**config.mk**
```make
export PLATFORM = sky130hd
export DESIGN_NAME = fetch_prefetch_buffer_flat
export DESIGN_NICKNAME = d
export VERILOG_FILES = /design/src/rtl/riscv_pkg.sv /design/src/rtl/fetch_prefetch_buffer_if.sv /design/src/rtl/fetch_fifo.sv /design/src/rtl/fetch_prefetch_buffer.sv /design/src/flat_wrapper.sv
export SDC_FILE = /design/constraint.sdc
export NUM_CORES = 1
export LEC_CHECK = 0
export ABC_AREA = 0
export CELL_PAD_IN_SITES_DETAIL_PLACEMENT = 0
export CELL_PAD_IN_SITES_GLOBAL_PLACEMENT = 1
export CORE_MARGIN = 3
export CORE_UTILIZATION = 41
export CTS_BUF_LIST = sky130_fd_sc_hd__clkbuf_8
export DETAILED_ROUTE_END_ITERATION = 8
export PLACE_DENSITY = 0.72
export SYNTH_ARGS = -nofsm -noshare
export SYNTH_HDL_FRONTEND = slang
export SYNTH_SLANG_ARGS = --single-unit
```
**constraint.sdc**
```tcl
create_clock -name clk -period 5.15 [get_ports clk]
set_input_delay 0.515 -clock clk [delete_from_list [all_inputs] [get_ports clk]]
set_output_delay 0.515 -clock clk [all_outputs]
set_load 0.02 [all_outputs]
```
**src/rtl/riscv_pkg.sv**
```systemverilog
// Shared core definitions used by the fetch front end: word width, fetch FSM
// states and the canonical NOP encoding that downstream stages use on flush.
package riscv_pkg;
  localparam int XLEN = 32;
  localparam logic [31:0] NOP = 32'h0000_0013;

  typedef enum logic {
    FETCH = 1'b0,
    DRAIN = 1'b1
  } fetch_state_t;
endpackage

```
**src/rtl/fetch_prefetch_buffer_if.sv**
```systemverilog
// Fetch front-end bus: instruction-memory req/gnt/rvalid channel, redirect
// from EX and the valid/ready instruction stream toward decode.
interface fetch_prefetch_buffer_if #(parameter int WIDTH = 32);
  logic             req;
  logic [WIDTH-1:0] addr;
  logic             gnt;
  logic             rvalid;
  logic [WIDTH-1:0] rdata;
  logic             redirect;
  logic [WIDTH-1:0] redirect_pc;
  logic             inst_ready;
  logic             inst_valid;
  logic [WIDTH-1:0] inst;
  logic [WIDTH-1:0] pc;
  logic [WIDTH-1:0] pc_plus_4;

  modport master (
    output req, addr, inst_valid, inst, pc, pc_plus_4,
    input  gnt, rvalid, rdata, redirect, redirect_pc, inst_ready
  );

  modport slave (
    input  req, addr, inst_valid, inst, pc, pc_plus_4,
    output gnt, rvalid, rdata, redirect, redirect_pc, inst_ready
  );
endinterface

```
**src/rtl/fetch_fifo.sv**
```systemverilog
// In-order DEPTH x DW FIFO holding {instruction, pc} pairs; push and pop may
// coincide even when full, clear empties it in one cycle.
module fetch_fifo #(
  parameter int DEPTH = 4,
  parameter int DW    = 64,
  localparam int AW   = $clog2(DEPTH),
  localparam int CW   = $clog2(DEPTH + 1)
) (
  input  logic          clk,
  input  logic          rst_n,
  input  logic          push,
  input  logic [DW-1:0] din,
  input  logic          pop,
  input  logic          clear,
  output logic [DW-1:0] dout,
  output logic          full,
  output logic          empty,
  output logic [CW-1:0] count
);
  logic [DEPTH-1:0][DW-1:0] mem;
  logic [AW-1:0]            wr_ptr, rd_ptr;
  logic                     do_push, do_pop;

  assign empty   = (count == '0);
  assign full    = (count == CW'(DEPTH));
  assign do_pop  = pop && !empty;
  assign do_push = push && (!full || do_pop);
  assign dout    = mem[rd_ptr];

  // DEPTH is a power of two, so pointers wrap by natural overflow
  always_ff @(posedge clk or negedge rst_n) begin
    if (!rst_n) begin
      mem    <= '0;
      wr_ptr <= '0;
      rd_ptr <= '0;
      count  <= '0;
    end else if (clear) begin
      wr_ptr <= '0;
      rd_ptr <= '0;
      count  <= '0;
    end else begin
      if (do_push) begin
        mem[wr_ptr] <= din;
        wr_ptr      <= wr_ptr + AW'(1);
      end
      if (do_pop) rd_ptr <= rd_ptr + AW'(1);
      count <= count + CW'(do_push) - CW'(do_pop);
    end
  end
endmodule

```
**src/rtl/fetch_prefetch_buffer.sv**
```systemverilog
// Instruction-fetch front end: owns the fetch PC, issues imem requests and
// buffers in-order responses for decode. Optional PREFETCH_BYPASS_EN forwards
// a response straight to decode when the buffer is empty.
module fetch_prefetch_buffer
  import riscv_pkg::*;
#(
  parameter int               WIDTH    = XLEN,
  parameter int               DEPTH    = 4,
  parameter logic [WIDTH-1:0] RESET_PC = '0
) (
  input  logic                    clk,
  input  logic                    rst_i,
  fetch_prefetch_buffer_if.master bus
);
  localparam int CW = $clog2(DEPTH + 1);

  fetch_state_t       state;
  logic [WIDTH-1:0]   fetch_pc, resp_pc, target;
  logic [CW-1:0]      outstanding, out_next, count;
  logic               full, empty;
  logic               grant, ret, push, pop, byp, byp_take;
  logic [2*WIDTH-1:0] head;

  // Request only while there is room for every buffered plus in-flight word;
  // gated by reset so the bus is idle while reset is held.
  assign bus.req  = rst_i && (state == FETCH) && !full &&
                    (({1'b0, count} + {1'b0, outstanding}) < (CW+1)'(DEPTH));
  assign bus.addr = fetch_pc;
  assign grant    = bus.req && bus.gnt;
  assign ret      = bus.rvalid && (outstanding != '0);
  assign out_next = outstanding + CW'(grant) - CW'(ret);
  assign target   = {bus.redirect_pc[WIDTH-1:2], 2'b00};

`ifdef PREFETCH_BYPASS_EN
  assign byp = empty && (state == FETCH) && !bus.redirect && bus.rvalid;
`else
  assign byp = 1'b0;
`endif
  assign byp_take = byp && bus.inst_ready;

  assign push = (state == FETCH) && bus.rvalid && !bus.redirect && !byp_take;
  assign pop  = !empty && bus.inst_ready;

  assign bus.inst_valid        = !empty || byp;
  assign {bus.inst, bus.pc}    = byp ? {bus.rdata, resp_pc} : head;
  assign bus.pc_plus_4         = bus.pc + WIDTH'(4);

  fetch_fifo #(.DEPTH(DEPTH), .DW(2*WIDTH)) u_fifo (
    .clk   (clk),
    .rst_n (rst_i),
    .push  (push),
    .din   ({bus.rdata, resp_pc}),
    .pop   (pop),
    .clear (bus.redirect),
    .dout  (head),
    .full  (full),
    .empty (empty),
    .count (count)
  );

  // A grant coinciding with redirect still counts as in flight and must drain
  always_ff @(posedge clk or negedge rst_i) begin
    if (!rst_i) begin
      state       <= FETCH;
      fetch_pc    <= RESET_PC;
      resp_pc     <= RESET_PC;
      outstanding <= '0;
    end else begin
      outstanding <= out_next;
      if (bus.redirect) begin
        fetch_pc <= target;
        resp_pc  <= target;
        state    <= (out_next != '0) ? DRAIN : FETCH;
      end else begin
        if (grant) fetch_pc <= fetch_pc + WIDTH'(4);
        if (state == FETCH && bus.rvalid) resp_pc <= resp_pc + WIDTH'(4);
        if (state == DRAIN && out_next == '0) state <= FETCH;
      end
    end
  end
endmodule

```
**src/flat_wrapper.sv**
```systemverilog
// flat-port wrapper written by rule: the top's interface ports become plain ports
module fetch_prefetch_buffer_flat import riscv_pkg::*;
#(
  parameter int               WIDTH    = XLEN,
  parameter int               DEPTH    = 4,
  parameter logic [WIDTH-1:0] RESET_PC = '0
)
  (clk, rst_i, bus_req, bus_addr, bus_inst_valid, bus_inst, bus_pc, bus_pc_plus_4, bus_gnt, bus_rvalid, bus_rdata, bus_redirect, bus_redirect_pc, bus_inst_ready);
  fetch_prefetch_buffer_if #(.WIDTH(WIDTH)) bus_i ();
  input  logic clk;
  input  logic rst_i;
  output wire logic [$bits(bus_i.req)-1:0] bus_req;
  output wire logic [$bits(bus_i.addr)-1:0] bus_addr;
  output wire logic [$bits(bus_i.inst_valid)-1:0] bus_inst_valid;
  output wire logic [$bits(bus_i.inst)-1:0] bus_inst;
  output wire logic [$bits(bus_i.pc)-1:0] bus_pc;
  output wire logic [$bits(bus_i.pc_plus_4)-1:0] bus_pc_plus_4;
  input wire logic [$bits(bus_i.gnt)-1:0] bus_gnt;
  input wire logic [$bits(bus_i.rvalid)-1:0] bus_rvalid;
  input wire logic [$bits(bus_i.rdata)-1:0] bus_rdata;
  input wire logic [$bits(bus_i.redirect)-1:0] bus_redirect;
  input wire logic [$bits(bus_i.redirect_pc)-1:0] bus_redirect_pc;
  input wire logic [$bits(bus_i.inst_ready)-1:0] bus_inst_ready;
  assign bus_req = bus_i.req;
  assign bus_addr = bus_i.addr;
  assign bus_inst_valid = bus_i.inst_valid;
  assign bus_inst = bus_i.inst;
  assign bus_pc = bus_i.pc;
  assign bus_pc_plus_4 = bus_i.pc_plus_4;
  assign bus_i.gnt = bus_gnt;
  assign bus_i.rvalid = bus_rvalid;
  assign bus_i.rdata = bus_rdata;
  assign bus_i.redirect = bus_redirect;
  assign bus_i.redirect_pc = bus_redirect_pc;
  assign bus_i.inst_ready = bus_inst_ready;
  fetch_prefetch_buffer #(.WIDTH(WIDTH), .DEPTH(DEPTH), .RESET_PC(RESET_PC)) u_core (.clk(clk), .rst_i(rst_i), .bus(bus_i));
endmodule
```
# Word-level counts from Yosys, hierarchy flattened
# Cells that the tools add are included.
[word_totals] elab_cells=71 reg_bits=331 out_inout_bits=130
[classes] n_lt_le_gt_ge=4 n_bitwise=2 addsub=10 n_reduce_logical=26 eq_ne=1 muxes=17
[ops] cell="$bwmux 256" n=1
[ops] cell="$bmux 64 s2" n=1
[ops] cell="$demux 64 s2" n=1
[ops] cell="$mux 32" n=4
[ops] cell="$mux 64" n=2
[ops] cell="$add 32x3->32 const B" n=3
[ops] cell="$logic_and 1x1->1" n=12
[ops] cell="$reduce_bool 2->1" n=5
[ops] cell="$mux 2" n=4
[ops] cell="$add 3x1->3" n=2
[ops] cell="$logic_not 3->1" n=2
[ops] cell="$lt 2x3->1 const B" n=2
[ops] cell="$reduce_bool 3->1" n=2
[ops] cell="$sub 3x1->3" n=2
[ops] cell="$add 2x1->2 const B" n=2
[ops] cell="$add 3x3->4" n=1
[ops] cell="$lt 4x3->1 const B" n=1
[ops] cell="$eq 3x3->1 const B" n=1
[ops] cell="$logic_not 1->1" n=3
[ops] cell="$mux 1" n=3
[ops] cell="$mux 3" n=1
[ops] cell="$ge 2x1->1 const B" n=1
[ops] cell="$not 1->1" n=2
[ops] cell="$reduce_and 2->1" n=1
[ops] cell="$logic_or 1x1->1" n=1

# Depth between registers and ports, before layout
[depth] depth_word=11 depth_mapped=11 mapped_depth_nobuf=11

# Cells and area by module
# From an unflattened synthesis, not the netlist that was laid out.
[unflattened] hier_cells=1127 hier_area_um2=16579.7
[by_module_without_submodules] mod="fetch_fifo" area_per_inst_um2=12221.7 instances=1 cells_each=665
[by_module_without_submodules] mod="fetch_prefetch_buffer" area_per_inst_um2=4357.9 instances=1 cells_each=462

# Least setup slack after synthesis
# Ideal clock, no wire load.
[synth_timing] kind="register to register" startpoint="register u_core.u_fifo.count[2]" endpoint="register u_core.state" period_less_slack_ps=3359 arrival_ps=3233 path_buffers=1 stages_incl_launch_ff=12 setup_ps=126 path_slack_ps=1791 path_cell_list="dfrtp_1 -> ha_1 -> or4b_4 -> nor4_4 -> and2_2 -> clkbuf_1 -> ha_1 -> inv_1 -> fa_1 -> xnor2_1 -> xnor2_1 -> o32a_1"
[synth_via] elab_chain_len=10 word_cells_on_any_way=15 classes_between="add/sub: 3; order compare: 1; eq/ne: 1; mux: 2; reduce/logical: 8"
[synth_lines] element="start: declaration" line_no="fetch_fifo.sv:18" text="output logic [CW-1:0] count"
[synth_lines] element="start signal: assignment" line_no="fetch_fifo.sv:47" text="count <= count + CW'(do_push) - CW'(do_pop);"
[synth_lines] element="parallel branches: the longest is 3 deep, another holds $add 3x3->4"
[synth_lines] element="$logic_and 1x1->1 *" line_no="fetch_prefetch_buffer.sv:26" text="assign bus.req = rst_i && (state == FETCH) && !full &&"
[synth_lines] element="named net bus_req" line_no="flat_wrapper.sv:12" text="output wire logic [$bits(bus_i.req)-1:0] bus_req;"
[synth_lines] element="$logic_and 1x1->1 *" line_no="fetch_prefetch_buffer.sv:29" text="assign grant = bus.req && bus.gnt;"
[synth_lines] element="$add 3x1->3 *" line_no="fetch_prefetch_buffer.sv:31" text="assign out_next = outstanding + CW'(grant) - CW'(ret);"
[synth_lines] element="$sub 3x1->3 *" line_no="fetch_prefetch_buffer.sv:31"
[synth_lines] element="named net u_core.out_next[2]" line_no="fetch_prefetch_buffer.sv:19" text="logic [CW-1:0] outstanding, out_next, count;"
[synth_lines] element="$reduce_bool 3->1 or $logic_not 3->1 (tied branches)" line_no="fetch_prefetch_buffer.sv:73, fetch_prefetch_buffer.sv:77"
[synth_lines] element="$mux 1 or $logic_and 1x1->1 (tied branches)" line_no="fetch_prefetch_buffer.sv:73, fetch_prefetch_buffer.sv:77"
[synth_lines] element="$mux 1 or $reduce_bool 2->1 (tied branches)"
[synth_lines] element="end signal: assignment" line_no="fetch_prefetch_buffer.sv:73" text="state <= (out_next != '0) ? DRAIN : FETCH;"
[synth_lines] element="end: declaration" line_no="fetch_prefetch_buffer.sv:17" text="fetch_state_t state;"
# Mark *: on every way through the listed nets, which the timed path passes.
# A chain may end at the register's enable or synchronous reset.

# Final worst setup path
[layout_timing] startpoint="register u_core.u_fifo.rd_ptr[0]" endpoint="output bus_pc_plus_4[28]"
[layout_via] elab_chain_len=3
[layout_lines] element="start: declaration" line_no="fetch_fifo.sv:21" text="logic [AW-1:0] wr_ptr, rd_ptr;"
[layout_lines] element="start signal: assignment" line_no="fetch_fifo.sv:46" text="if (do_pop) rd_ptr <= rd_ptr + AW'(1);"
[layout_lines] element="$bmux 64 s2" line_no="fetch_fifo.sv:28" text="assign dout = mem[rd_ptr];"
[layout_lines] element="$mux 64 (implied by the code)" line_no="fetch_fifo.sv:28"
[layout_lines] element="$add 32x3->32" line_no="fetch_prefetch_buffer.sv:46" text="assign bus.pc_plus_4 = bus.pc + WIDTH'(4);"
[layout_lines] element="end: declaration" line_no="flat_wrapper.sv:17" text="output wire logic [$bits(bus_i.pc_plus_4)-1:0] bus_pc_plus_4;"
# No other way between the ends. The select of a mux whose other input is x is not followed.

==> flow_summary.yaml <==
sta:
  min_period_over_period_pct: 89.21
  skew_ps: 17.22
  tns_ps: 0
  fin_ws_ps: 555.6
  worst_pin_slew_ps: 955.6
  finalMaxSlewViolations: 0
  setup_viol: 0
  fmax_ghz: 0.2177
  hold_viol: 0
  rsz0062_at_grt: "false"
  slew_headroom_pct: 36.30
  post-route-min-period_ps: 4594
clocking:
  cts.clk_slew.worst_paths_ps: 60
  cts.sinks: 319
  cts_max_level: 2
  cts_resized: 0
  clk_path_buf_depth: 3
  cts_tree: "done"
  clk_latency_ps: 600
  cts_setup_buffers: 0
  root_buffer: "clkbuf_8"
  hold_buffers: 1
  numCtsBuffers: 55
place:
  dp_hpwl_um: 24090
  port_buffers: 191
  place_ws_ps: 1104
  placed_cells: 1698
  routabilityCongestion: 0.7805
cells_and_area:
  nFillCells: 3167
  drive_above_1_share_pct: 34.45
  nets: 1380
  area_growth_pct: 22.71
  instances_no_fill: 1800
routing:
  vias: 9665
  vias_per_cell: 5.369
  finalWirelength_um: 36100
  wl_per_cell_um: 20.06
  ant_nets: 0
  first_pass_iters: 4
  drt_iter0_drc: 436
  drc: 0
grt:
  grt_pass1_vias: 10270
  grt-ovfl-total: 0
  antenna_found_initial: 2
  grt_max_degree: 166
  grt_pass1_wl_um: 57210
  grt_usage_pct: 18.45
power_and_ir_drop:
  peakVddDrop_uv: 230.1
  power.density_nw_per_um2: 534.3
  total_power_mw: 9.985
  leakage_nw: 8.259
synthesis:
  ys_types: 49
  netlist.area_leader.share_pct: 52.42
  synthArstFlopShare_pct: 100.0
  yosys.area.top_type: "dfrtp_1"
  avgSynthCellArea_um2: 13.92
  ys_warn_count: 0
  synth_area_leaders: "dfrtp_1 52%, mux2_2 21%, mux4_2 9.2%, xnor2_1 2.6%, xor2_1 2.5%"
  ys.flop_type: "dfrtp_1"
  ys_seq_elements: 319
  ys_seq_area_share_pct: 52.42
  synth_area_um2: 15230
  synth_edf_count: 0
  syn_inst: 1094
critical_path:
  cpPeakStageDelay_ps: 860
  worst-path-max-fanout: 31
  critical_path_required_ps: 4640
  worst_r2r_path_depth: 11
  crit_buf_inv: 1
  cpLargestDelayFamily: "simple AND/OR/NAND/NOR gates"
  regToRegEndpoint: "u_core.state"
  arrival_ps: 4080
  path_class: "flip-flop to output port"
  critPathCaptureType: "output port"
  crit_chain: "mux4_2, nand4_1, nor2_1, nand3_1, nor4_1, xor2_1, clkdlybuf4s50_1"
  r2r-start: "u_core.u_fifo.count[2]"
  critical_path.startpoint_type: "flip-flop"
  regToRegSetupSlack_ps: 2010
  slowest_stage: "dfrtp_4"
floorplanning:
  rows: 69
  dieWidth_um: 198.7
  ioPinCount: 200
  start_util_pct: 42.20
  die_h_um: 198.7
  core-area_um2: 36090
  dieArea_um2: 39490
hold_path:
  hold_path.class: "input port to asynchronous set/reset pin"
flow_run:
  max-cap-violations: 0
status:
  status: "finished clean"
## synthesized netlist by cell type (7+ instances only)
library cell  count
nor3_1           13
ha_1             13
and3_1           12
nor2_1           47
buf_4             9
dfrtp_1         319
nand3_1          25
a21oi_1          24
nand2_1          44
xor2_1           43
inv_1            20
mux4_2           62
clkbuf_1         47
xnor2_1          46
buf_2             7
mux2_2          281
nand4_1          22
## report_power, final
| group | internal [mW] | switching (mW) |
|---|---|---|
| combinational | 2.17 | 1.98 |
| clock | 1.23 | 1.02 |
| sequential | 3.12 | 0.452 |
| total | 6.53 | 3.46 |
## cell usage in the layout, fill, tap and decap left out, drive strengths merged, types with 17 or more instances in the layout
master	instances
xnor2	46
dfrtp	319
nand2	44
nand3	26
clkdlybuf4s50	190
mux2	281
nand4	23
a21oi	24
inv	42
mux4	62
nor2	47
buf	17
clkbuf	71
xor2	43
## worst max path at each step
stage	from	end	slack (ps)	cells past startpoint
CTS	u_core.u_fifo.rd_ptr[0]	bus_pc_plus_4[28]	430	7
global route	u_core.u_fifo.rd_ptr[0]	bus_pc_plus_4[30]	270	7
floorplan	u_core.u_fifo.count[2]	u_core.state	1790	11
global placement	u_core.u_fifo.rd_ptr[0]	bus_pc_plus_4[28]	1140	7
detailed placement	u_core.u_fifo.rd_ptr[0]	bus_pc_plus_4[28]	1100	7
finish	u_core.u_fifo.rd_ptr[0]	bus_pc_plus_4[28]	560	7
## cell type report
| type | instances | area, µm² | area share [%] |
|---|---|---|---|
| inverters | 20 | 75.07 | 0.4017 |
| diodes | 1 | 2.502 | 0.01339 |
| flip-flops and latches | 319 | 7988 | 42.75 |
| well taps | 461 | 576.8 | 3.087 |
| multi-input cells | 691 | 6883 | 36.83 |
| clock inverters | 29 | 125.1 | 0.6696 |
| clock buffers | 71 | 977.2 | 5.229 |
| repair buffers | 208 | 2059 | 11.02 |
## state kept, by name, indices dropped and copies added (netlist names)
name,cells
u_core.u_fifo.rd_ptr,2
u_core.resp_pc,30
u_core.bus.addr,30
u_core.u_fifo.wr_ptr,2
u_core.u_fifo.count,3
u_core.outstanding,3
u_core.u_fifo.mem,248
u_core.state,1
## per-layer routing
metal | vias up | wire length, µm | part of all wire [%] | GRT usage, %
met5 | - | 8 | 0.022 | 0
met4 | 2 | 752 | 2.1 | 4.945
met1 | 5034 | 15680 | 43 | 24.27
met3 | 62 | 2281 | 6.3 | 4.692
li1 | 4354 | - | - | -
met2 | 213 | 17380 | 48 | 30.66
## worst register-to-register path, stage by stage (launching register included)
cell,delay [ps]
dfrtp_1,430
ha_1,310
or4b_4,490
nor4_4,130
buf_4,240
and2_2,260
ha_1,170
inv_1,50
fa_1,370
xnor2_1,150
xnor2_1,150
o32a_1,290
## kinds of logic (layout without fill, tap and decap cells)
family,after synthesis,in the layout,synth area share [%]
compound gates,32,32,1.175
xor+xnor,89,89,5.119
fa+ha+maj,15,15,1.331
buf+inv,89,328,2.572
flops,319,319,52.42
mux,346,346,30.15
other cells,1,7,0.02463
simple gates,203,203,7.214
## through the flow
| step | cell area [µm²] | util [%] | hold slack [ps] |
|---|---|---|---|
| floorplan | 15250 | - | 219.4 |
| global placement | 17570 | 48.69 | 481.3 |
| detailed placement | 17570 | 48.69 | 488.1 |
| CTS | 18680 | 51.78 | 501.1 |
| global route | 18690 | 51.78 | 506.5 |
| finish | 18690 | 51.78 | 491.6 |
No activity file was read; power rests on OpenSTA's default activity.
